$ cat config.mk
export PLATFORM = sky130hd
export DESIGN_NAME = regfile_port_ctrl
export DESIGN_NICKNAME = d
export VERILOG_FILES = /design/src/rtl/regfile_port_ctrl.sv
export SDC_FILE = /design/constraint.sdc
export NUM_CORES = 1
export LEC_CHECK = 0
export BUFFER_PORTS_ARGS = -buffer_cell sky130_fd_sc_hd__buf_2
export CAP_MARGIN = 40
export CORE_MARGIN = 2
export CORE_UTILIZATION = 41
export CTS_CLUSTER_DIAMETER = 80
export DETAILED_ROUTE_END_ITERATION = 8
export PLACE_DENSITY = 0.85
export SLEW_MARGIN = 20
export SYNTH_ARGS = -nofsm -noshare
export SYNTH_HDL_FRONTEND = slang
export SYNTH_SLANG_ARGS = --single-unit
$ cat constraint.sdc
create_clock -name clk_in -period 3.2 [get_ports clk_in]
set_input_delay 0.32 -clock clk_in [delete_from_list [all_inputs] [get_ports clk_in]]
set_output_delay 0.32 -clock clk_in [all_outputs]
set_load 0.01 [all_outputs]
$ cat src/rtl/regfile_port_ctrl.sv
// Port sequencer/arbiter in front of the rename register file: issue tag-set, commit/debug value write, flush clear.
// Latency: 1 cycle from accepted handshake to registered rf_* outputs; rf_clear pulses one cycle after flush_req.
// Backpressure: readies are combinational; all drop while rdy_in is low, in reset, during a flush, or in a flush_req cycle.
module regfile_port_ctrl #(
    parameter int TAG_W        = 4,
    parameter int FLUSH_CYCLES = 2,
    parameter int STARVE_MAX   = 3
) (
    input  logic             clk_in,
    input  logic             rst_in,
    input  logic             rdy_in,
    input  logic             flush_req,
    input  logic             commit_valid,
    output logic             commit_ready,
    input  logic [4:0]       commit_rd,
    input  logic [31:0]      commit_val,
    input  logic [TAG_W-1:0] commit_tag,
    input  logic             issue_valid,
    output logic             issue_ready,
    input  logic [4:0]       issue_rd,
    input  logic [TAG_W-1:0] issue_tag,
    input  logic             dbg_valid,
    output logic             dbg_ready,
    input  logic [4:0]       dbg_rd,
    input  logic [31:0]      dbg_val,
    output logic [4:0]       rf_set_reg,
    output logic [31:0]      rf_set_val,
    output logic [4:0]       rf_set_reg_q_1,
    output logic [31:0]      rf_set_val_q_1,
    output logic [4:0]       rf_set_reg_q_2,
    output logic [31:0]      rf_set_val_q_2,
    output logic             rf_clear,
    output logic             busy
);

    localparam int DW = $clog2(FLUSH_CYCLES + 1);
    localparam int SW = $clog2(STARVE_MAX + 1);

    typedef enum logic [1:0] {ST_RUN, ST_CLEAR, ST_DRAIN} state_t;

    state_t        state, state_nxt;
    logic [DW-1:0] drain_cnt, drain_nxt;
    logic [SW-1:0] starve_cnt, starve_nxt;

    logic go;
    logic dbg_win;
    logic commit_acc;
    logic dbg_acc;
    logic issue_acc;

    assign go           = rdy_in && !rst_in && (state == ST_RUN) && !flush_req;
    assign dbg_win      = dbg_valid && (!commit_valid || (starve_cnt == SW'(STARVE_MAX)));
    assign issue_ready  = go;
    assign dbg_ready    = go && dbg_win;
    assign commit_ready = go && !dbg_win;
    assign commit_acc   = commit_valid && commit_ready;
    assign dbg_acc      = dbg_valid && dbg_ready;
    assign issue_acc    = issue_valid && issue_ready;
    assign busy         = (state != ST_RUN);

    // State, drain counter and debug starvation counter registers
    always_ff @(posedge clk_in) begin
        if (rst_in) begin
            state      <= ST_RUN;
            drain_cnt  <= '0;
            starve_cnt <= '0;
        end else begin
            state      <= state_nxt;
            drain_cnt  <= drain_nxt;
            starve_cnt <= starve_nxt;
        end
    end

    // Flush sequencing and starvation bookkeeping; the CLEAR cycle always advances so the clear stays a single pulse
    always_comb begin
        state_nxt  = state;
        drain_nxt  = drain_cnt;
        starve_nxt = starve_cnt;
        case (state)
            ST_RUN: begin
                if (rdy_in && flush_req) state_nxt = ST_CLEAR;
            end
            ST_CLEAR: begin
                state_nxt = ST_DRAIN;
                drain_nxt = DW'(FLUSH_CYCLES);
            end
            ST_DRAIN: begin
                if (rdy_in) begin
                    if (flush_req)                 drain_nxt = DW'(FLUSH_CYCLES);
                    else if (drain_cnt == DW'(1))  state_nxt = ST_RUN;
                    else                           drain_nxt = drain_cnt - 1'b1;
                end
            end
            default: state_nxt = ST_RUN;
        endcase
        if (state == ST_CLEAR) begin
            starve_nxt = '0;
        end else if (rdy_in) begin
            if (flush_req || dbg_ready)
                starve_nxt = '0;
            else if (dbg_valid && go && (starve_cnt != SW'(STARVE_MAX)))
                starve_nxt = starve_cnt + 1'b1;
        end
    end

    // Registered register-file ports; anything not accepted this cycle (or targeting r0) becomes a zero no-op
    always_ff @(posedge clk_in) begin
        if (rst_in) begin
            rf_set_reg     <= '0;
            rf_set_val     <= '0;
            rf_set_reg_q_1 <= '0;
            rf_set_val_q_1 <= '0;
            rf_set_reg_q_2 <= '0;
            rf_set_val_q_2 <= '0;
            rf_clear       <= 1'b0;
        end else begin
            rf_set_reg     <= '0;
            rf_set_val     <= '0;
            rf_set_reg_q_1 <= '0;
            rf_set_val_q_1 <= '0;
            rf_set_reg_q_2 <= '0;
            rf_set_val_q_2 <= '0;
            if (commit_acc && (commit_rd != 5'd0)) begin
                rf_set_reg     <= commit_rd;
                rf_set_val     <= commit_val;
                rf_set_reg_q_2 <= commit_rd;
                rf_set_val_q_2 <= {{(32-TAG_W){1'b0}}, commit_tag};
            end else if (dbg_acc && (dbg_rd != 5'd0)) begin
                rf_set_reg <= dbg_rd;
                rf_set_val <= dbg_val;
            end
            if (issue_acc && (issue_rd != 5'd0)) begin
                rf_set_reg_q_1 <= issue_rd;
                rf_set_val_q_1 <= {{(32-TAG_W){1'b0}}, issue_tag};
            end
            rf_clear <= (state == ST_RUN) && rdy_in && flush_req;
        end
    end

endmodule

Word-level counts from Yosys, hierarchy flattened
Cells that the tools add are included.
Widths: inputs -> output; s select.

word-level totals
  bits in registers = 118
  output and inout bits = 116
  word-level logic and storage cells = 77

operators by class
  add/sub/neg operators = 2
  equality and inequality tests = 10
  multiplexer cells = 15
  bitwise gates (word level) = 2
  reduce and logical (&&, ||, !) cells = 36

operators with widths
  cell                 count
  $mux 32              2
  $mux 2               9
  $logic_and 1x1->1    17
  $reduce_bool 5->1    3
  $mux 5               2
  $ne 2x2->1 const B   4
  $pmux 2 s3           1
  $reduce_bool 2->1    3
  $reduce_or 2->1      3
  $eq 2x1->1 const B   2
  $eq 2x2->1 const B   2
  $logic_not 1->1      4
  $pmux 2 s2           1
  $reduce_and 4->1     1
  $ne 3x3->1 const B   1
  $reduce_and 3->1     1
  $add 2x1->2 const B  1
  $logic_not 2->1      1
  $logic_or 1x1->1     2
  $ne 2x1->1 const B   1
  $not 1->1            2
  $reduce_and 2->1     1
  $sub 2x1->2 const B  1

Depth between registers and ports, before layout
  depth after elaboration = 9
  mapped depth = 7
  gate-level depth less buffers = 6

Worst setup path before layout
Ideal clock, no wire load.

  kind = input to register
  start point = input commit_rd[0]
  end point = register rf_set_val[0]
  library setup time = 0.117 ns
  arrival time = 1.470 ns
  slack = 1.613 ns
  stages = 5
  cells stage by stage = or4_1 o21a_1 buf_6 buf_6 a22o_1

between the ends
  word-level cells in the longest chain between the ends = 3

ends and longest elaborated chain
  element               line  RTL
  from (decl)           15    input logic [4:0] commit_rd,
  $reduce_bool 5->1     123   if (commit_acc && (commit_rd != 5'd0)) begin
  $logic_and 1x1->1     123
  $mux 32               123
  to (signal assigned)  125   rf_set_val <= commit_val;
  to (signal assigned)  130   rf_set_val <= dbg_val;
  to (decl)             27    output logic [31:0] rf_set_val,

No other way between the ends.
A chain may end at the register's enable or synchronous reset.

Worst setup path in the final report
  start point = register state[0]
  end point = register rf_set_val[2]

between the ends
  word-level cells in the longest chain between the ends = 8

ends and longest elaborated chain
  element                            line  RTL
  from (decl)                        41    state_t state, state_nxt;
  from (signal assigned)             68    state <= state_nxt;
  $logic_not 2->1 *                  51    assign go = rdy_in && !rst_in && (state == ST_RUN) && !flush_req;
  $logic_and 1x1->1 * (2 in series)  51
  $logic_and 1x1->1                  54    assign dbg_ready = go && dbg_win;
  $logic_and 1x1->1                  57    assign dbg_acc = dbg_valid && dbg_ready;
  $logic_and 1x1->1                  128   end else if (dbg_acc && (dbg_rd != 5'd0)) begin
  $mux 32                            128
  $mux 32 *                          123

Every way passes the cells marked *; elsewhere a longest branch is shown, timed or not.

==> run_results.csv <==
group,metric,value,unit
outcome,status,"complete, no violations",
clock_tree,clkLatencyLatePin,330,ps
placement,postPlaceCellArea,3060,um2
drt,route.detailed.drc,0,
placement,pre_cts_slack,919,ps
global_routing,globalRouteOverflowTotal,0,
clock_tree,cts_buffers,9,
synth,ys_seq_elements,62,
placement,dp_hpwl,4.83,mm
drt,ant_nets,0,
placement,dp.cells,445,
clock_tree,clock-sinks,62,
power,intPower,1.34,mW
power,p_switching,384,uW
clock_tree,cts.path.max_buffers,2,
synth,yosys_warnings,0,
critical_path,reg2reg_slack,1170,ps
synth,synth_cell_types,35,
cells_and_area,finalInstanceArea,3290,um2
synth,synth_edf_count,0,
synth,ys_async_sr_fraction,0,%
cells_and_area,largest_register,"rf_set_val",
worst_hold_path,hold_path_class,"input port to flop",
critical_path,worstSetupEndpointType,"flop",
clock_tree,cts_setup_buffers,0,
drt,drtPass1Iterations,4,
critical_path,path_max_fanout,22,
power,p_sw_share,22.3,%
sta,max_slew_margin,66.6,%
critical_path,crit_required,3470,ps
clock_tree,clk_pin_slew,60,ps
critical_path,crit_chain,"nor3_2 > and4_4 > o21a_1 > buf_4 > a22o_1",
floorplanning,die_x,82.2,um
cells_and_area,area_growth,31.1,%
floorplanning,die-area,6750,um2
clock_tree,cts.repair.resized,0,
global_routing,antenna_found_initial,0,
cells_and_area,fin_nets,477,
drt,vias,2079,
sta,totalNegativeSetupSlack,0,ps
critical_path,max_stage_delay,440,ps
critical_path,path_buf_inv,1,
power,ir_drop,0.000282,V
global_routing,grt_pass1_wl,8.09,mm
clock_tree,cts_tree,"yes",
sta,max_clock_freq,494,MHz
sta,setup_viol,0,
critical_path,crit_family,"compound AO/OA/AOI/OAI gates",
synth,ys.flop_type,"dfxtp_1",
drt,drt_wl_total,6.06,mm
power,clkPwrFrac,44.2,%
floorplanning,die_h,82.2,um
sta,period_share,63.3,%
floorplanning,start_util,42.3,%
critical_path,cp-start-kind,"flop",
worst_hold_path,min_from,"issue_tag[0]",
run,maxCapViolCount,0,
critical_path,worstReg2RegEnd,"rf_set_val[2]",
sta,clock_skew,7.28,ps
critical_path,path_class,"flop to flop",
floorplanning,fp.coreArea,5920,um2
critical_path,critPathSlowestCell,"o21a_1",
sta,setup_ws,1170,ps
synth,ys_seq_area_share,49.5,%
clock_tree,clock_tree.root_cell,"clkbuf_8",
sta,drv_slew,0,
placement,portBuffers,153,
global_routing,grt_max_degree,33,
clock_tree,htreeDepth,3,
cells_and_area,utilization,55.5,%
power,p_leak,1.84,nW
critical_path,r2r_start,"state[0]",
cells_and_area,fin_cells,460,
synth,synthCells,227,
power,comb_power_share,9.5,%
worst_hold_path,hold_end,"rf_set_val_q_1[0]",
cells_and_area,antenna_cells,0,
critical_path,cp.arrival,2290,ps
global_routing,grt_use_total,16.1,%
power,finalPower,1.72,mW
cells_and_area,drive_gt1_share,45.2,%
floorplanning,ios,210,
sta,rsz0062_at_grt,"no",
critical_path,reg2reg_depth,5,
power,power_per_cell_area,524,nW/um2
clock_tree,cts_hold_buf,0,
cells_and_area,largest_reg_flops,32,
drt,wl_per_cell,13.2,um
drt,via_per_inst,4.52,
sta,hold_slack,193,ps
worst_hold_path,holdPathStages,2,
global_routing,grt_pass1_vias,1788,
synth,syn_area,2510,um2
sta,final-hold-violation-count,0,
synth,postSynthAreaPerCell,11.0,um2
placement,place.gp.congestion,0.937,
power,seq_power_share,46.3,%
drt,drt_iter0_drc,49,
sta,tightestPinTransition,500,ps
floorplanning,num_rows,28,
sta,period_minus_slack,2030,ps
[cells in the final DEF (no fill, tap or decap), drive strengths merged]
cell | synthesis | layout
clkbuf | 1 | 11
a31oi | 1 | 1
ha | 2 | 2
bufinv | 0 | 2
or3 | 1 | 1
dfxtp | 62 | 62
and2 | 16 | 16
a2111oi | 1 | 1
nand2 | 2 | 2
a311oi | 2 | 2
o311a | 1 | 1
nand2b | 2 | 2
and3 | 6 | 6
a21boi | 1 | 1
or4 | 2 | 2
nor2b | 4 | 4
clkinv | 0 | 2
or2 | 1 | 1
inv | 2 | 2
conb | 1 | 56
nand4 | 1 | 1
nor4b | 1 | 1
buf | 65 | 154
o21a | 3 | 3
and4 | 1 | 1
a41o | 1 | 1
nor3 | 1 | 1
nor4 | 1 | 1
a22o | 32 | 32
o21ai | 1 | 1
a21o | 5 | 5
nor2 | 4 | 4
a21oi | 2 | 2
nor3b | 1 | 1
[routing by layer]
layer	track usage, %	routed length, um	vias to the layer above
li1	-	-	987
met1	16.1	2160	949
met2	29.2	3070	136
met3	5.76	770	7
met4	8.00	52	0
met5	0	0	-
[cell families (layout without fill, tap and decap cells)]
family / Yosys count / count (layout) / synth area share [%]
compound gates: 50 / 50 / 16.9
fa+ha+maj: 2 / 2 / 0.998
buf+inv: 68 / 171 / 20.9
flops: 62 / 62 / 49.5
other cells: 1 / 56 / 0.150
simple gates: 44 / 44 / 11.6
[power groups by stage]
stage / Combinational, mW / Clock, mW / Sequential [mW]
finish: 0.164 / 0.760 / 0.797
detailed placement: 0.163 / 0 / 0.815
global placement: 0.159 / 0 / 0.814
global route: 0.181 / 0.817 / 0.799
CTS: 0.163 / 0.786 / 0.797
floorplan: 0.122 / 0 / 0.822
[final cells by class]
class	instances	area (um2)
flip-flops and latches	62	1240
clock buffers	11	151
multi-input cells	152	948
clock inverters	4	70.1
inverters	2	7.51
repair buffers	154	773
well taps	75	93.8
fillers	540	2640
[how the worst max path moves through the flow]
stage | from | end | depth (start not counted)
finish | state[0] | rf_set_val[2] | 5
global route | state[0] | rf_set_val[2] | 5
CTS | state[0] | rf_set_val[2] | 5
detailed placement | rdy_in | rf_set_val[20] | 6
global placement | rdy_in | rf_set_val[22] | 6
floorplan | commit_rd[0] | rf_set_val[0] | 5
[cells in the mapped netlist, types with 2 or more instances]
library cell  instances  area, um2
inv_1                 2       7.51
o21a_1                2       15.0
dfxtp_1              62       1240
buf_6                 7       78.8
ha_1                  2       25.0
nand2b_1              2       12.5
nor2b_1               4       25.0
and3_1                6       37.5
a21o_1                5       37.5
a21oi_1               2       10.0
or4_1                 2       15.0
buf_4                57        428
a22o_1               32        280
nand2_1               2       7.51
and2_1               16        100
nor2_1                4       15.0
a311oi_1              2       17.5
No activity file was read; power rests on OpenSTA's default activity.
